## src/rtl/reg_bank.sv

```systemverilog
// reg_bank: 32-entry architectural register file for the multicycle MIPS datapath.
//
// The write port is synchronous. Register 0 is hardwired to zero. The stack
// pointer entry resets to SP_RESET. Read data is captured into the A/B operand
// flops, so an operand appears one edge after its address and LoadAB are presented.
//
// Ports:
//   clk        in   clock; all state updates on the rising edge
//   reset      in   synchronous, active-high; overrides every other input
//   RegWrite   in   write enable
//   WriteReg   in   [4:0] destination index (writes to index 0 are dropped)
//   WriteData  in   [DATA_WIDTH-1:0] write-back mux output
//   ReadReg1   in   [4:0] port A source index (rs)
//   ReadReg2   in   [4:0] port B source index (rt)
//   LoadAB     in   capture enable for both operand flops
//   ReadData1  out  [DATA_WIDTH-1:0] registered port A operand
//   ReadData2  out  [DATA_WIDTH-1:0] registered port B operand
//
// Build option:
//   REG_BANK_BYPASS_EN - when defined, a capture that addresses the register
//   being written on the same edge returns WriteData. When undefined, the
//   capture returns the old contents, and the control FSM has to leave one
//   cycle between write-back and operand load.
module reg_bank #(
  parameter int                    DATA_WIDTH = 32,
  parameter int                    SP_INDEX   = 29,
  parameter logic [DATA_WIDTH-1:0] SP_RESET   = 'h227
) (
  input  logic                  clk,
  input  logic                  reset,
  input  logic                  RegWrite,
  input  logic [4:0]            WriteReg,
  input  logic [DATA_WIDTH-1:0] WriteData,
  input  logic [4:0]            ReadReg1,
  input  logic [4:0]            ReadReg2,
  input  logic                  LoadAB,
  output logic [DATA_WIDTH-1:0] ReadData1,
  output logic [DATA_WIDTH-1:0] ReadData2
);

  logic [DATA_WIDTH-1:0] r_bank [32];
  logic [DATA_WIDTH-1:0] r_rd1, r_rd2;
  logic [DATA_WIDTH-1:0] w_rd1, w_rd2;
  logic                  w_wr_en;

  // A write to index 0 is not a real write. It must not modify storage or forward.
  assign w_wr_en = RegWrite && (WriteReg != 5'd0);

  always_comb begin
    w_rd1 = (ReadReg1 == 5'd0) ? '0 : r_bank[ReadReg1];
    w_rd2 = (ReadReg2 == 5'd0) ? '0 : r_bank[ReadReg2];
`ifdef REG_BANK_BYPASS_EN
    // Forward the in-flight write to each port independently.
    if (w_wr_en && (WriteReg == ReadReg1)) w_rd1 = WriteData;
    if (w_wr_en && (WriteReg == ReadReg2)) w_rd2 = WriteData;
`endif
  end

  always_ff @(posedge clk) begin
    if (reset) begin
      for (int i = 0; i < 32; i++)
        r_bank[i] <= (i == SP_INDEX) ? SP_RESET : '0;
      r_rd1 <= '0;
      r_rd2 <= '0;
    end else begin
      if (w_wr_en) r_bank[WriteReg] <= WriteData;
      if (LoadAB) begin
        r_rd1 <= w_rd1;
        r_rd2 <= w_rd2;
      end
    end
  end

  // Both outputs come straight from flops, with no combinational path from any input.
  assign ReadData1 = r_rd1;
  assign ReadData2 = r_rd2;

endmodule

```

## config.mk

```make
export PLATFORM = sky130hd
export DESIGN_NAME = reg_bank
export DESIGN_NICKNAME = d
export VERILOG_FILES = /design/src/rtl/reg_bank.sv
export SDC_FILE = /design/constraint.sdc
export NUM_CORES = 2
export LEC_CHECK = 0
export ABC_AREA = 1
export CORE_UTILIZATION = 30
export CTS_CLUSTER_DIAMETER = 50
export DETAILED_ROUTE_END_ITERATION = 16
export HOLD_SLACK_MARGIN = 0.06
export PLACE_DENSITY = 0.4
export SLEW_MARGIN = 0
export SYNTH_ARGS = -nofsm -noshare
export SYNTH_HDL_FRONTEND = slang
export SYNTH_SLANG_ARGS = --single-unit
```

## constraint.sdc

```tcl
create_clock -name clk -period 3.2 [get_ports clk]
set_input_delay 0.48 -clock clk [delete_from_list [all_inputs] [get_ports clk]]
set_output_delay 0.48 -clock clk [all_outputs]
set_load 0.02 [all_outputs]
```

==> impl_results.md <==
* Area growth, synth to finish at 19.6%
* CTS tree: built
* Largest net degree at the start of global routing at 85
* Vias in the first global route at 50,400
* Async SR Flop Fraction at 0
* Final setup fails at 0
* Post-CTS Setup Repair Bufs at 0
* Post-Layout Cell Count at 10,100
* Sw Share at 0.282
* Clock share of power at 0.458
* H-tree depth at 4
* DRC viols at 0
* ANT nets after route at 0
* Final instance area at 70,000 sq um
* Vert. Die Dim at 444 um
* Initial Util at 0.303
* Full die area at 197,000 sq um
* Worst skew pair latency at 0.82 ns
* Hold Crit Class: primary input to register
* Final Core Density at 0.362
* Layout cells sized above 1 at 0.0893
* WP data required at 3.67 ns
* Slew at the pin with the worst max-slew slack at 1.07 ns
* PostCTS Resize Cnt at 0
* Ys Warns at 0
* CTS max path bufs at 3
* Most frequent cells in the layout: nand2_1, nor2_1, edfxtp_1
* Post-route clock period utilization at 0.780
* Mean post-synth cell area at 7.85 sq um
* I/O pin count at 115
* Worst slew margin at 0.280
* Crit Path Category: primary input to register
* Gr ovfl total at 0
* Hpwl dp at 166,000 um
* 1st-iter DRT viols at 6,312
* CP cell instances: clkdlybuf4s50_1, nor3_2, buf_4, nand2_1, nand3_1, inv_2, nand3_1, inv_1, nand2_2, nand2_2, buf_12
* Seq cells post-synth at 1,088
* Max-Cap Viols at 0
* Final WS setup at 0.704 ns
* Status: finished clean
* Number of synthesized flops with an enable pin at 1,024
* Wirelength per Cell at 26.8 um
* Initial antenna violation count at 10
* Die width at 444 um
* CTS sink count at 1,088
* Fin. Hold Viols at 0
* Critical Path Max Stage Delay at 0.59 ns
* Sequential fraction of the synthesis area at 0.547
* FP Rows at 161
* Reg2reg path depth at 10
* Gr usage total at 0.270
* Hold depth at 3
* Minimum clock period at 2.50 ns
* Cell internal pwr at 29.2 mW
* Total CTS buffers at 167
* Static Leakage at 28.6 nW
* First-pass GRT wire length at 380,000 um
* DR vias at 53,600
* Clk root buf: clkbuf_16
* Nets at 7,530
* Seq pwr share at 0.413
* Vias per inst at 5.29
* Post-Syn Instances at 7,460
* Quantity of I/O buffers inserted on ports at 114
* Yosys cell types at 22
* Area of placed instances at 64,400 sq um
* RSZ-0062 raised after global routing: no
* VDD IR-drop max at 0.000555 V
* Clock Skews at 0.0366 ns
* Routed Wire Length at 271,000 um
* CP arrival at 2.97 ns
* Crit path launch type: primary input
* Net switching power at 11.5 mW
* Hold-fix buffers at CTS at 0
* Syn Std Cell Area at 58,600 sq um
* Crit-path slowest cell: inv_1
* Ys flop type: edfxtp_1
* Total power at 40.7 mW
* PD cells at 581 nW/um^2
* Dpl cells at 9,836
* Setup slack at placement at -0.0864 ns
* DR pass1 iterations at 7
* Fmax at 401 MHz
* Reg clk slew, reported paths at 0.06 ns
* Most common cell after layout, fill and taps aside: nand2_1
* Crit Path Max Fanout at 32
* Fin. max-slew vios at 0
* Final RePlAce weighted congestion at 0.886
* Core area at 193,000 sq um
* Comb pwr share at 0.129
* CP endpoint kind: register
-- stage by stage --
step,setup TNS (ns),hold WS (ns)
3_5_place_dp,-8.23,0.456
5_1_grt,0,0.347
2_1_floorplan,0,0.540
3_3_place_gp,-57.35,0.455
6_report,0,0.352
4_1_cts,0,0.309
-- sequential cells by signal, indices dropped and copies added (netlist names) --
| signal | cells |
|---|---|
| r_bank | 1024 |
| ReadData1 | 32 |
| ReadData2 | 32 |
-- metal layers --
layer	vias up	share of wire	track usage	wire length (um)
met5	-	0	0	0
met4	0	0.031	0.0889	8320
met3	381	0.078	0.0464	21100
met2	2449	0.46	0.431	124000
met1	26400	0.43	0.368	117000
li1	24400	-	-	-
-- cells in the mapped netlist (4+ instances only) --
cell	count	share of area
nand2_1	2497	0.16
nor2_1	1559	0.10
edfxtp_1	1024	0.53
nand3_1	909	0.078
a21oi_1	315	0.027
buf_2	315	0.027
o21ai_0	246	0.021
clkbuf_1	218	0.014
inv_1	143	0.0092
dfxtp_1	64	0.022
buf_4	55	0.0071
buf_1	38	0.0024
o21ai_1	35	0.0030
o211ai_1	19	0.0024
inv_2	7	0.00045
nor3_1	7	0.00060
buf_6	4	0.00077
-- cell families (layout without fill, tap and decap cells) --
logic type      count (synthesis)  in the layout  share of synthesized area
simple gates                 4976           4976                      0.339
flops                        1088           1088                      0.547
buf+inv                       780            904                     0.0608
compound gates                615            615                     0.0534
other cells                     1             33                  0.0000640
-- worst max-delay path, delay by kind of cell --
family        cells  cell delay (ns)
buf+inv           5             1.71
simple gates      6             0.73
-- power groups by stage --
stage                     logic [mW]  registers (mW)  clock network, mW
after floorplan                 2.67            17.0                  0
after global placement          5.18            17.1                  0
after detailed placement        5.18            17.1                  0
after CTS                       5.20            16.8               19.0
after global routing            5.60            16.9               19.5
final                           5.24            16.8               18.6
-- path summary, 6_finish.rpt --
kind | start | end | slack (ns)
setup / recovery | WriteReg[3] | r_bank[18][9] | 0.70
hold / removal | reset | ReadData2[7] | 0.35
setup reg to reg | r_bank[0][13] | ReadData1[13] | 1.31
hold reg to reg | ReadData2[22] | ReadData2[22] | 0.46
-- final cells by class --
class | count | area [sq um]
diodes | 1 | 2.50
clock inverters | 101 | 1110
clock buffers | 204 | 4450
flip-flops and latches | 1088 | 32000
repair buffers | 449 | 5380
multi-input cells | 5623 | 23300
inverters | 150 | 594
fillers | 19700 | 123000
well taps | 2526 | 3160
Note: power is estimated with default switching activity, not from simulation.
